[src/rtl/ucie_ctl_param_negotiator.sv]
// Adapter parameter negotiation: advertise local caps over sideband, capture the remote
// SB_ADV_CAP_ADAPTER payload, evaluate compatibility and report done/fail to the CNTL FSM.
module ucie_ctl_param_negotiator #(
    parameter int unsigned TIMEOUT_CYCLES = 1024,
    parameter int unsigned CNT_W          = $clog2(TIMEOUT_CYCLES)
) (
    input  logic        i_clk,
    input  logic        i_rst,
    input  logic        i_start,
    input  logic        i_clear,
    input  logic [2:0]  i_local_protocol,
    input  logic [3:0]  i_local_format,
    output logic        o_sb_tx_valid,
    output logic [4:0]  o_sb_tx_msg,
    output logic [15:0] o_sb_tx_data,
    input  logic        i_sb_tx_ready,
    input  logic        i_sb_rx_valid,
    input  logic [4:0]  i_sb_rx_msg,
    input  logic [15:0] i_sb_rx_data,
    output logic        o_busy,
    output logic        o_done,
    output logic        o_fail,
    output logic [2:0]  o_neg_protocol,
    output logic [3:0]  o_neg_format
);

    localparam logic [4:0] SB_ADV_CAP_ADAPTER = 5'b00000;
    localparam logic [3:0] RAW_FORMAT         = 4'b0001;

    typedef enum logic [2:0] {
        IDLE, SEND_CAP, WAIT_CAP, EVAL, DONE, FAIL
    } state_e;

    state_e             state_q, state_d;
    logic [CNT_W-1:0]   cnt_q, cnt_d;
    logic               cap_vld_q, cap_vld_d;
    logic [2:0]         rem_proto_q, rem_proto_d, loc_proto_q, loc_proto_d;
    logic [3:0]         rem_fmt_q, rem_fmt_d, loc_fmt_q, loc_fmt_d;
    logic               tx_valid_q, tx_valid_d;
    logic [6:0]         tx_data_q, tx_data_d;
    logic               busy_q, busy_d, done_q, done_d, fail_q, fail_d;
    logic [2:0]         neg_proto_q, neg_proto_d;
    logic [3:0]         neg_fmt_q, neg_fmt_d;

    logic rx_cap, have_cap, eval_ok;
    logic rx_data_unused;

    assign rx_data_unused = ^i_sb_rx_data[15:7];

    always_comb begin
        state_d     = state_q;
        cnt_d       = cnt_q;
        cap_vld_d   = cap_vld_q;
        rem_proto_d = rem_proto_q;
        rem_fmt_d   = rem_fmt_q;
        loc_proto_d = loc_proto_q;
        loc_fmt_d   = loc_fmt_q;
        neg_proto_d = neg_proto_q;
        neg_fmt_d   = neg_fmt_q;

        rx_cap = i_sb_rx_valid && (i_sb_rx_msg == SB_ADV_CAP_ADAPTER) &&
                 ((state_q == SEND_CAP) || (state_q == WAIT_CAP));
        // A cap arriving this cycle counts as present, so it beats the timeout.
        have_cap = cap_vld_q || rx_cap;
        if (rx_cap && !cap_vld_q) begin
            cap_vld_d   = 1'b1;
            rem_proto_d = i_sb_rx_data[2:0];
            rem_fmt_d   = i_sb_rx_data[6:3];
        end

        eval_ok = (rem_proto_q == loc_proto_q) &&
                  (loc_proto_q inside {3'b111, 3'b000, 3'b011}) &&
                  (loc_fmt_q == RAW_FORMAT) && (rem_fmt_q == RAW_FORMAT);

        case (state_q)
            IDLE: begin
                if (i_start) begin
                    state_d     = SEND_CAP;
                    loc_proto_d = i_local_protocol;
                    loc_fmt_d   = i_local_format;
                end
            end
            SEND_CAP: begin
                if (i_sb_tx_ready) begin
                    state_d = have_cap ? EVAL : WAIT_CAP;
                    cnt_d   = '0;
                end
            end
            WAIT_CAP: begin
                cnt_d = cnt_q + CNT_W'(1);
                if (have_cap) begin
                    state_d = EVAL;
                end else if (cnt_q == CNT_W'(TIMEOUT_CYCLES - 1)) begin
                    state_d = FAIL;
                end
            end
            EVAL: begin
                if (eval_ok) begin
                    state_d     = DONE;
                    neg_proto_d = loc_proto_q;
                    neg_fmt_d   = loc_fmt_q;
                end else begin
                    state_d     = FAIL;
                    neg_proto_d = '0;
                    neg_fmt_d   = '0;
                end
            end
            DONE, FAIL: begin
                if (i_clear) begin
                    state_d     = IDLE;
                    cap_vld_d   = 1'b0;
                    neg_proto_d = '0;
                    neg_fmt_d   = '0;
                end
            end
            default: state_d = IDLE;
        endcase

        // Outputs are registered from the next state so they align with it.
        tx_valid_d = (state_d == SEND_CAP);
        tx_data_d  = (state_d == SEND_CAP) ? {loc_fmt_d, loc_proto_d} : '0;
        busy_d     = (state_d == SEND_CAP) || (state_d == WAIT_CAP) || (state_d == EVAL);
        done_d     = (state_d == DONE);
        fail_d     = (state_d == FAIL);
    end

    always_ff @(posedge i_clk) begin
        if (i_rst) begin
            state_q     <= IDLE;
            cnt_q       <= '0;
            cap_vld_q   <= 1'b0;
            rem_proto_q <= '0;
            rem_fmt_q   <= '0;
            loc_proto_q <= '0;
            loc_fmt_q   <= '0;
            tx_valid_q  <= 1'b0;
            tx_data_q   <= '0;
            busy_q      <= 1'b0;
            done_q      <= 1'b0;
            fail_q      <= 1'b0;
            neg_proto_q <= '0;
            neg_fmt_q   <= '0;
        end else begin
            state_q     <= state_d;
            cnt_q       <= cnt_d;
            cap_vld_q   <= cap_vld_d;
            rem_proto_q <= rem_proto_d;
            rem_fmt_q   <= rem_fmt_d;
            loc_proto_q <= loc_proto_d;
            loc_fmt_q   <= loc_fmt_d;
            tx_valid_q  <= tx_valid_d;
            tx_data_q   <= tx_data_d;
            busy_q      <= busy_d;
            done_q      <= done_d;
            fail_q      <= fail_d;
            neg_proto_q <= neg_proto_d;
            neg_fmt_q   <= neg_fmt_d;
        end
    end

    assign o_sb_tx_valid  = tx_valid_q;
    assign o_sb_tx_msg    = SB_ADV_CAP_ADAPTER;
    assign o_sb_tx_data   = {9'b0, tx_data_q};
    assign o_busy         = busy_q;
    assign o_done         = done_q;
    assign o_fail         = fail_q;
    assign o_neg_protocol = neg_proto_q;
    assign o_neg_format   = neg_fmt_q;

endmodule

[config.mk]
export PLATFORM = sky130hd
export DESIGN_NAME = ucie_ctl_param_negotiator
export DESIGN_NICKNAME = d
export VERILOG_FILES = /design/src/rtl/ucie_ctl_param_negotiator.sv
export SDC_FILE = /design/constraint.sdc
export NUM_CORES = 1
export LEC_CHECK = 0
export ABC_AREA = 0
export CAP_MARGIN = 10
export CELL_PAD_IN_SITES_DETAIL_PLACEMENT = 1
export CELL_PAD_IN_SITES_GLOBAL_PLACEMENT = 1
export CORE_ASPECT_RATIO = 1.25
export CORE_MARGIN = 1.5
export CORE_UTILIZATION = 36
export DETAILED_ROUTE_END_ITERATION = 16
export PLACE_DENSITY = 0.85
export SLEW_MARGIN = 20
export SYNTH_ARGS = -nofsm -noshare
export SYNTH_HDL_FRONTEND = slang
export SYNTH_SLANG_ARGS = --single-unit
[constraint.sdc]
create_clock -name i_clk -period 4.49 [get_ports i_clk]
set_input_delay 0.898 -clock i_clk [delete_from_list [all_inputs] [get_ports i_clk]]
set_output_delay 0.898 -clock i_clk [all_outputs]
set_load 0.01 [all_outputs]
==> flow_metrics.env <==
export IMPL_grt_pass1_wl_mm=7.78
export IMPL_grt_pass1_vias=1654
export IMPL_cts_sinks=46
export IMPL_slew_viol_final=0
export IMPL_finalWirelength_mm=4.67
export IMPL_synth_edf_count=0
export IMPL_worstSetupPathType="input port to register"
export IMPL_rows=30
export IMPL_critPathTopFamily="simple AND/OR/NAND/NOR gates"
export IMPL_first_pass_iters=4
export IMPL_syn_to_final_growth_pct=23.2
export IMPL_die_height_um=87.5
export IMPL_hold_viol=0
export IMPL_hold_slack_ps=460
export IMPL_drc_errors=0
export IMPL_port_buffers=42
export IMPL_drtIter0Drc=58
export IMPL_layout_drive_gt1_share=0.103
export IMPL_cts_htree_levels=2
export IMPL_die_area_um2=6180
export IMPL_track_usage=0.159
export IMPL_grt_max_degree=23
export IMPL_cts_root_buf="clkbuf_8"
export IMPL_synth_area_per_cell_um2=9.22
export IMPL_cap_violations=0
export IMPL_setup_violations=0
export IMPL_path_max_fanout=7
export IMPL_die_w_um=70.6
export IMPL_final_setup_tns_ps=0
export IMPL_yosysWarnings=0
export IMPL_synth_top_area_share=0.448
export IMPL_vdd_drop_max_mv=0.250
export IMPL_clockBufferDepth=2
export IMPL_hold_class="register to register"
export IMPL_antenna_cells=0
export IMPL_place_congestion=0.753
export IMPL_slew_headroom=0.370
export IMPL_vias=1652
export IMPL_wl_per_cell_um=14.3
export IMPL_yosys_cell_types_count=50
export IMPL_synth_cells=223
export IMPL_finalCriticalPeriod_ps=2870
export IMPL_ctsResizeCount=0
export IMPL_startpoint_type="input port"
export IMPL_p_total_w=0.000820
export IMPL_finish_utilization=0.463
export IMPL_worst_pin_slew_ps=940
export IMPL_rsz0062_at_grt="no"
export IMPL_gr_total_overflow=0
export IMPL_timing_fmax_mhz=348
export IMPL_syn_area_um2=2060
export IMPL_place_hpwl_mm=3.63
export IMPL_crit_path_top_delay_cell="nor4_4"
export IMPL_slowest_delay_ps=610
export IMPL_p_per_area_nw_per_um2=324
export IMPL_synth_top_cell_by_area="dfxtp_1"
export IMPL_synthTopCellsByArea="dfxtp_1 (45%), mux2i_1 (6.8%), nor2_1 (6.8%), buf_4 (5.5%), nor3_2 (3.4%)"
export IMPL_synthArstFlopShare=0
export IMPL_grt_util_met2=0.309
export IMPL_ys_seq_area_frac=0.448
export IMPL_vias_per_cell=5.07
export IMPL_dominantRegCellSynth="dfxtp_1"
export IMPL_ios=66
export IMPL_cp_arrival_ps=3070
export IMPL_core_um2=5480
export IMPL_required_ps=4690
export IMPL_start_util=0.375
export IMPL_ys_ff_latch=46
export IMPL_cts_setup_buffers=0
export IMPL_cts_buffers=5
export IMPL_final_net_count=296
export IMPL_skew_ps=9.15
export IMPL_cts_hold_buf=0
export IMPL_use_met3=0.0394
export IMPL_total_leakage_power_nw=0.907
export IMPL_min_period_over_period=0.639
export IMPL_grt_util_met1=0.169
export IMPL_ant_nets=0
export IMPL_gr_max_usage_layer="met2"
export IMPL_critical_path_cell_chain="clkdlybuf4s50_1 -> nor4_1 -> nand2_1 -> nor4_4 -> mux2i_1 -> nor2_1"
export IMPL_cts_reportedPaths_clkPinSlew_ps=90
export IMPL_antenna_found_initial=0
export IMPL_status="finished, final reports clean"
export IMPL_end_kind="register"
export IMPL_insertion_delay_ps=310
export IMPL_worst_path_buf_inv=1
export IMPL_cts_tree="done"
final timing paths:
path	slack (ps)	depth (start not counted)	endpoint	start
worst max-delay path	1620	6	rem_proto_q[2]	i_sb_rx_msg[1]
worst min-delay path	460	2	o_neg_protocol[0]	o_neg_protocol[0]
worst max register to register	2180	5	o_done	loc_fmt_q[0]
worst min register to register	460	2	o_neg_protocol[0]	o_neg_protocol[0]
cell usage after synthesis (2+ instances only):
library cell and instances:
buf_4 15, clkbuf_1 7, mux2i_1 14, or4_1 2, nand3_1 3, a31oi_1 2, nor4b_1 2, buf_6 3
o21ai_0 5, or2_2 2, nand4_1 3, a22oi_1 2, nor2_1 37, nand2_1 15, nand2b_1 2, or3_1 2
inv_1 3, a311oi_1 3, a21oi_1 11, and3_1 3, nor3_2 7, dfxtp_1 46, mux2_2 2, nor3_1 6
report_power, final:
part / internal, W / switching, W
registers: 0.000423 / 0.0000116
logic: 0.0000564 / 0.0000670
clock network: 0.000112 / 0.000150
layer usage:
| metal | share of wire | up-vias |
|---|---|---|
| li1 | - | 828 |
| met1 | 0.40 | 786 |
| met2 | 0.54 | 32 |
| met3 | 0.040 | 6 |
| met4 | 0.015 | 0 |
| met5 | 0 | - |
logic make-up (layout without fill, tap and decap cells):
kind of cell / count (synthesis) / after routing / synth area share
compound gates: 30 / 30 / 0.0919
xor+xnor: 1 / 1 / 0.00426
fa+ha+maj: 1 / 1 / 0.00608
buf+inv: 28 / 54 / 0.0894
flops: 46 / 46 / 0.448
mux: 16 / 16 / 0.0791
other cells: 1 / 14 / 0.00182
simple gates: 100 / 100 / 0.280
area by class of cell:
class                   count  area (um2)
multi-input cells         162        1000
clock inverters             3        25.0
flip-flops and latches     46         921
fillers                   645        2950
inverters                   3        11.3
repair buffers             43         428
well taps                  64        80.1
clock buffers               5        68.8
cells in the final DEF, fill, tap and decap left out, drive strengths merged, types with 2 or more instances in the layout:
| cell type | n |
|---|---|
| o21ai | 6 |
| a311oi | 3 |
| a22oi | 2 |
| nand3 | 3 |
| and3 | 3 |
| nor2 | 37 |
| or3 | 2 |
| mux2 | 2 |
| or3b | 2 |
| a21oi | 11 |
| or2 | 2 |
| inv | 4 |
| dfxtp | 46 |
| a31oi | 2 |
| nor4b | 2 |
| nand2 | 15 |
| clkdlybuf4s50 | 42 |
| mux2i | 14 |
| nor3 | 13 |
| nand2b | 2 |
| conb | 14 |
| nand3b | 2 |
| nor4 | 2 |
| nand4 | 3 |
| or4 | 3 |
| clkbuf | 5 |
through the flow:
| stage | worst slack [ps] | cells | cell area (um2) |
|---|---|---|---|
| 3_5_place_dp | 1280 | 318 | 2440 |
| 5_1_grt | 1440 | 326 | 2530 |
| 4_1_cts | 1560 | 326 | 2530 |
| 6_report | 1620 | 326 | 2530 |
| 2_1_floorplan | 2070 | 236 | 2110 |
| 3_3_place_gp | 1320 | 318 | 2440 |
registers in the layout, summed over array words and instances, names as in the netlist:
| name | count |
|---|---|
| cnt_q | 10 |
| tx_data_q | 7 |
| loc_fmt_q | 4 |
| o_neg_format | 4 |
| rem_fmt_q | 4 |
| loc_proto_q | 3 |
| o_neg_protocol | 3 |
| rem_proto_q | 3 |
| state_q | 3 |
| cap_vld_q | 1 |
| o_busy | 1 |
| o_done | 1 |
| o_fail | 1 |
| o_sb_tx_valid | 1 |
worst register-to-register path: cells and delay by family, from the launching register on:
family | cells | cell delay (ps)
simple gates | 4 | 1720
compound gates | 1 | 140
flops | 1 | 340
No activity file was read; power rests on OpenSTA's default activity.
